$ cat config.mk
export PLATFORM = sky130hd
export DESIGN_NAME = stream_mux_nx1
export DESIGN_NICKNAME = d
export VERILOG_FILES = /design/src/rtl/stream_mux_nx1.sv
export SDC_FILE = /design/constraint.sdc
export NUM_CORES = 1
export LEC_CHECK = 0
export ABC_AREA = 0
export BUFFER_PORTS_ARGS = -buffer_cell sky130_fd_sc_hd__buf_2
export CORE_ASPECT_RATIO = 1.5
export CORE_MARGIN = 2
export CORE_UTILIZATION = 30
export CTS_CLUSTER_DIAMETER = 50
export DETAILED_ROUTE_END_ITERATION = 16
export HOLD_SLACK_MARGIN = 0.05
export SYNTH_ARGS = -nofsm -noshare
export SYNTH_HDL_FRONTEND = slang
export SYNTH_SLANG_ARGS = --single-unit
$ cat constraint.sdc
create_clock -name clk -period 3.25 [get_ports clk]
set_clock_uncertainty 0.2 [all_clocks]
set_input_delay 0.325 -clock clk [delete_from_list [all_inputs] [get_ports clk]]
set_output_delay 0.325 -clock clk [all_outputs]
set_load 0.05 [all_outputs]
$ cat src/rtl/stream_mux_nx1.sv
// N-channel packet-locked stream mux with a registered output stage.
// Define MUX_RR_EN for round-robin arbitration; otherwise sel picks the channel.
module stream_mux_nx1 #(
    parameter int N_CH  = 4,
    parameter int WIDTH = 8,
    localparam int SEL_W = $clog2(N_CH)
) (
    input  logic                  clk,
    input  logic                  rst_n,
    input  logic [SEL_W-1:0]      sel,
    input  logic [N_CH*WIDTH-1:0] in_data,
    input  logic [N_CH-1:0]       in_valid,
    input  logic [N_CH-1:0]       in_last,
    output logic [N_CH-1:0]       in_ready,
    output logic [WIDTH-1:0]      out_data,
    output logic                  out_valid,
    output logic                  out_last,
    input  logic                  out_ready,
    output logic                  busy,
    output logic [SEL_W-1:0]      cur_ch
);

    typedef enum logic [0:0] {
        IDLE,
        LOCK
    } state_t;

    state_t             state;
    logic [SEL_W-1:0]   cand;
    logic               cand_ok;
    logic [WIDTH-1:0]   ch_data;
    logic               ch_valid;
    logic               ch_last;
    logic               room;
    logic               accept;

    // Route the locked channel's beat towards the output register
    always_comb begin
        ch_data  = '0;
        ch_valid = 1'b0;
        ch_last  = 1'b0;
        for (int k = 0; k < N_CH; k++) begin
            if (cur_ch == SEL_W'(k)) begin
                ch_data  = in_data[k*WIDTH +: WIDTH];
                ch_valid = in_valid[k];
                ch_last  = in_last[k];
            end
        end
    end

    assign room   = !out_valid || out_ready;
    assign accept = (state == LOCK) && ch_valid && room;

    // Only the locked channel sees ready, and only when the output reg can take a beat
    always_comb begin
        in_ready = '0;
        if (state == LOCK) begin
            for (int k = 0; k < N_CH; k++) begin
                in_ready[k] = (cur_ch == SEL_W'(k)) && room;
            end
        end
    end

`ifdef MUX_RR_EN
    logic [SEL_W-1:0] rr_ptr;
    logic             sel_unused;

    assign sel_unused = ^sel;

    // First valid channel after the last granted one, wrapping around
    always_comb begin
        int idx;
        idx     = 0;
        cand    = '0;
        cand_ok = 1'b0;
        for (int i = 1; i <= N_CH; i++) begin
            idx = int'(rr_ptr) + i;
            if (idx >= N_CH) begin
                idx = idx - N_CH;
            end
            if (!cand_ok && in_valid[idx]) begin
                cand_ok = 1'b1;
                cand    = SEL_W'(idx);
            end
        end
    end
`else
    // Requested channel; out-of-range selects never match and so never grant
    always_comb begin
        cand    = sel;
        cand_ok = 1'b0;
        for (int k = 0; k < N_CH; k++) begin
            if (sel == SEL_W'(k)) begin
                cand_ok = in_valid[k];
            end
        end
    end
`endif

    // Grant/lock FSM: hold the channel until its last beat is accepted
    always_ff @(posedge clk or negedge rst_n) begin
        if (!rst_n) begin
            state  <= IDLE;
            busy   <= 1'b0;
            cur_ch <= '0;
`ifdef MUX_RR_EN
            rr_ptr <= SEL_W'(N_CH - 1);
`endif
        end else begin
            unique case (state)
                IDLE: begin
                    if (cand_ok) begin
                        state  <= LOCK;
                        busy   <= 1'b1;
                        cur_ch <= cand;
`ifdef MUX_RR_EN
                        rr_ptr <= cand;
`endif
                    end
                end
                LOCK: begin
                    if (accept && ch_last) begin
                        state <= IDLE;
                        busy  <= 1'b0;
                    end
                end
            endcase
        end
    end

    // Output register: load on accept, drop valid once the sink has taken it
    always_ff @(posedge clk or negedge rst_n) begin
        if (!rst_n) begin
            out_valid <= 1'b0;
            out_data  <= '0;
            out_last  <= 1'b0;
        end else if (accept) begin
            out_valid <= 1'b1;
            out_data  <= ch_data;
            out_last  <= ch_last;
        end else if (out_ready) begin
            out_valid <= 1'b0;
        end
    end

endmodule

== Word-level counts from Yosys, hierarchy flattened ==
Index checks and enable logic that the tools add are counted.

* Bits in registers: 14
* Latch bits: 0
* Memory bits (writable): 0
* Bits in read-only memories: 0
* Input bits: 45
* Memories kept: 0

* Add/sub/neg operators: 0
* Multiply operators: 0
* Div/mod/pow operators: 0
* Magnitude comparators: 0
* Equality and inequality tests: 8
* Shifts and indexed selects: 0
* Multiplexer cells: 25
* Bitwise operators: 1
* Reduce and logical (&&, ||, !) cells: 14

{| class="wikitable"
|+ Operator list
! cell !! count
|-
| 8-bit 2-to-1 mux || 4
|-
| 1-bit 2-to-1 mux || 18
|-
| 2-bit == test (second input constant) || 4
|-
| 1-bit logical AND || 7
|-
| 2-bit by 1-bit == test with 1-bit output (second input constant) || 2
|-
| 2-bit logical NOT || 2
|-
| 4-bit 2-to-1 mux || 1
|-
| 1-bit one-hot mux with 2 select lines || 2
|-
| 2-bit AND reduction || 2
|-
| 2-bit by 1-bit != test with 1-bit output (second input constant) || 1
|-
| 2-bit != test (second input constant) || 1
|-
| 2-bit nonzero test || 1
|-
| 1-bit logical NOT || 1
|-
| 1-bit logical OR || 1
|-
| 1-bit NOT || 1
|}

== Logic depth before layout (Yosys ltp) ==
* Depth after elaboration: 10
* Depth in mapped cells: 5
* Mapped depth without buffers: 4

== Worst setup path after synthesis ==
Ideal clock, no wire load.

* Kind: reg2out
* From: register cur_ch[0]
* To: output in_ready[1]
* Arrival: 2.099 ns
* Required time: 2.725 ns
* Slack: 0.626 ns
* Cell stages (with the launch flop): 5
* Path buffers: 2
* Cells stage by stage: dfrtp_1 -> buf_6 -> clkbuf_8 -> inv_1 -> nor3_1

* Cells in the longest elaborated chain, start to end: 3

{| class="wikitable"
|+ Ends and longest elaborated chain
! what !! line !! RTL
|-
| from (decl) || 20 || <nowiki>output logic [SEL_W-1:0] cur_ch</nowiki>
|-
| from (signal assigned) || 115 || <nowiki>cur_ch <= cand;</nowiki>
|-
| 2-bit by 1-bit == test with 1-bit output || 59 || <nowiki>in_ready[k] = (cur_ch == SEL_W'(k)) && room;</nowiki>
|-
| 1-bit logical AND || 59 ||
|-
| 4-bit 2-to-1 mux || 57 || <nowiki>if (state == LOCK) begin</nowiki>
|-
| to (decl) || 14 || <nowiki>output logic [N_CH-1:0] in_ready,</nowiki>
|}

No other way between the ends.

== Worst setup path in the final report ==
* From: register cur_ch[0]
* To: register out_data[3]

* Cells in the longest elaborated chain, start to end: 7
* Elaborated cells between the ends (all ways): 14

{| class="wikitable"
|+ Ends and longest elaborated chain
! what !! line !! RTL
|-
| 2-bit logical NOT || 43 || <nowiki>if (cur_ch == SEL_W'(k)) begin</nowiki>
|-
| 1-bit 2-to-1 mux (4 in series) || 43 ||
|-
| 1-bit logical AND (2 in series) || 52 || <nowiki>assign accept = (state == LOCK) && ch_valid && room;</nowiki>
|-
| to (signal assigned) || 139 || <nowiki>out_data <= ch_data;</nowiki>
|-
| to (decl) || 15 || <nowiki>output logic [WIDTH-1:0] out_data,</nowiki>
|}

Parallel ways exist; a longest one is shown, timed or not.
A chain may end at the register's enable or synchronous reset.

==> metrics.txt <==
Syn Inst Count=58; PostCTS Resize Cnt=0; mapped cell area=slightly below 900 sq um; DRC=0; Syn-to-layout area delta=42.6%; reg-to-reg slack, setup=a little under 1 ns; Total Negative Setup Slacks=0 ns; Final ANT Viol Nets=0; DIE AREA=approximately 3400 sq um; Mapped Nets=103; Synth Flop Type=dfrtp_1; Worst Path Arrival=between 2 and 2.5 ns; Max VDD drop=approximately 0.37 mV; crit path max-delay cell type=dfrtp_1; grt total ovfl=0; Max Freq=roughly 440 MHz; gr usage total=~14%; total power after layout=~0.0014 W; TritonCTS clock tree=yes; Leak=approximately 0.64 nW; wire length per cell=roughly 14 um; R2R Path End=out_data[3]; CTS Root Buffer Type=clkbuf_8; die width=between 40 and 50 um; synthesized area per cell=between 15 and 20 sq um; worst relative slew slack=56.7%; max-cap violation count=0; core area=around 2900 sq um; slowest stage delay, CP=between 0.7 and 0.8 ns; Hold Path Class=input pin to flip-flop; yosys warns=0; first-pass GRT wire length=roughly 3.3 mm; final setup fails=0; hold path cells=2; dpl hpwl=1.81 mm; Area after DPL=1200 sq um; r2r startpoint=cur_ch[0]; row count=24; adder-cell share of the synthesized area=0%; Worst Path Max Fanout=15; setup repair after global routing missed its margin=no; H-tree Lvls=1; Slew @ Worst Pin=between 0.6 and 0.7 ns; post-synthesis simple-gate area fraction=slightly above 8%; largest net degree at the start of global routing=16; Final min period=around 2.3 ns; later-pin clock latency in the skew report=0.24 ns; Post-synth EDFFs=0; WS Path Type=flip-flop to flip-flop; worst hold start=sel[1]; via count=a little under 800; CP endpoint kind=flip-flop; post-synthesis mux area share=43.6%; WP data required=3.17 ns; Slew Viols, Final=0; Post-Synth XOR/XNOR Area=0%; fin nets=166; pwr dens=~1100 nW/um^2; post-route cell area=1250 sq um; initial DRC count=13; final worst path period share=a little over two thirds; initial antenna violation count=0; maximum buffer depth of the clock tree=2; DIE HEIGHT=between 70 and 80 um; status=finished clean; IO buf count=61; Boundary Pins=62; Critical Path Source Type=flip-flop; Routed Wire Length=roughly 2.2 mm; compound-cell area share of the yosys netlist=between 4 and 5%; Num CTS Buffers=3; largest family of logic cells by synthesized area=multiplexers; Yosys reg bits=14; TritonRoute pass-1 iters=3; Starting Density=a little under a third; R2R cell count=3; fraction of layout cells with a size suffix above 1=63.9%; asr flop ratio synth=100%; post-synthesis sequential area ratio=40.0%; vias in the first global route=around 790; Yosys cell types=21; Post-CTS Setup Inserts=0; Final Hold Fails=0; Final WS setup=0.993 ns; Cell Chain, Critical Path=mux4_2 -> nand3_4 -> mux2_2; gpl congestion=about 0.72; Hold Crit Endpoint=cur_ch[1]; clock transition at the registers of the reported paths=about 0.05 ns; antenna diode count=0; detailed-route vias per instance=4.87; CTS sink cnt=14; Setup WS pre-CTS=a little under 1 ns
==> routing by layer <==
| metal | part of all wire, % | track usage, % | up-vias |
|---|---|---|---|
| met5 | 0 | 0 | - |
| met4 | 1.4 | 6.61 | 0 |
| met3 | 10 | 2.07 | 4 |
| met2 | 51 | 25.3 | 44 |
| met1 | 37 | 14.1 | 362 |
| li1 | - | - | 360 |
==> how the worst max path moves through the flow <==
stage              start  cells past startpoint           to  slack (ns)
2_1_floorplan  cur_ch[0]                      4  in_ready[1]        0.63
3_3_place_gp   cur_ch[0]                      3  out_data[6]        1.05
3_5_place_dp   cur_ch[0]                      3  out_data[3]        0.98
4_1_cts        cur_ch[0]                      3  out_data[3]        0.97
5_1_grt        cur_ch[0]                      3  out_data[1]        0.92
6_report       cur_ch[0]                      3  out_data[3]        0.99
==> cell families (layout without fill, tap and decap cells) <==
kind of cell,after synthesis,after routing
mux,21,21
buf+inv,5,66
flops,14,14
compound gates,5,5
simple gates,13,13
==> worst max-delay path, delay by kind of cell (launching register included) <==
kind | cells | cell delay [ns]
muxes | 2 | 1.00
DFF | 1 | 0.76
and+or+nand+nor | 1 | 0.18
==> what timing repair did <==
action                                  4_1_cts  5_1_grt
endpoints found under the setup margin        0        0
hold buffers                                  1        0
endpoints found under the hold margin        14        0
==> final cells by class <==
type / instances / area, sq um
inverters: 1 / 3.75
well taps: 39 / 48.8
clock buffers: 3 / 41.3
fillers: 271 / 1600
flip-flops and latches: 14 / 350
multi-input cells: 39 / 489
repair buffers: 62 / 315
==> flip-flops by register name (all words and copies together), names as in the netlist <==
register,cells
out_data,8
cur_ch,2
busy,1
out_last,1
out_valid,1
state,1
==> Yosys cell counts (2+ instances only) <==
library cell | count | area (sq um)
mux4_1 | 9 | 236
mux2_2 | 10 | 113
nor3_1 | 2 | 10.0
nand2_1 | 5 | 18.8
dfrtp_1 | 14 | 350
clkbuf_1 | 2 | 7.51
nor2_1 | 2 | 7.51
==> where the power goes <==
| part | internal (W) | switching, W |
|---|---|---|
| registers | 0.000266 | 0.000115 |
| clock network | 0.0000818 | 0.0000552 |
| logic | 0.000312 | 0.000531 |
==> through the flow <==
stage          utilization, %  instances  hold slack (ns)
3_5_place_dp             42.0        154           0.0413
6_report                 43.8        158            0.153
2_1_floorplan               -         58           -0.171
4_1_cts                  43.8        158            0.147
3_3_place_gp             42.0        154           0.0280
5_1_grt                  43.8        158            0.157
==> placed cells by master, fill, tap and decap left out, drive strengths merged <==
master / instances
o21a: 1
dlygate4sd3: 1
nor3: 2
clkbuf: 3
mux4: 10
buf: 61
nor2: 2
mux2: 10
nand2: 5
a21o: 1
inv: 1
o22a: 1
dfrtp: 14
mux2i: 1
a21oi: 1
nand3: 2
o21bai: 1
nand4: 1
nand2b: 1
No activity file was read; power rests on OpenSTA's default activity.
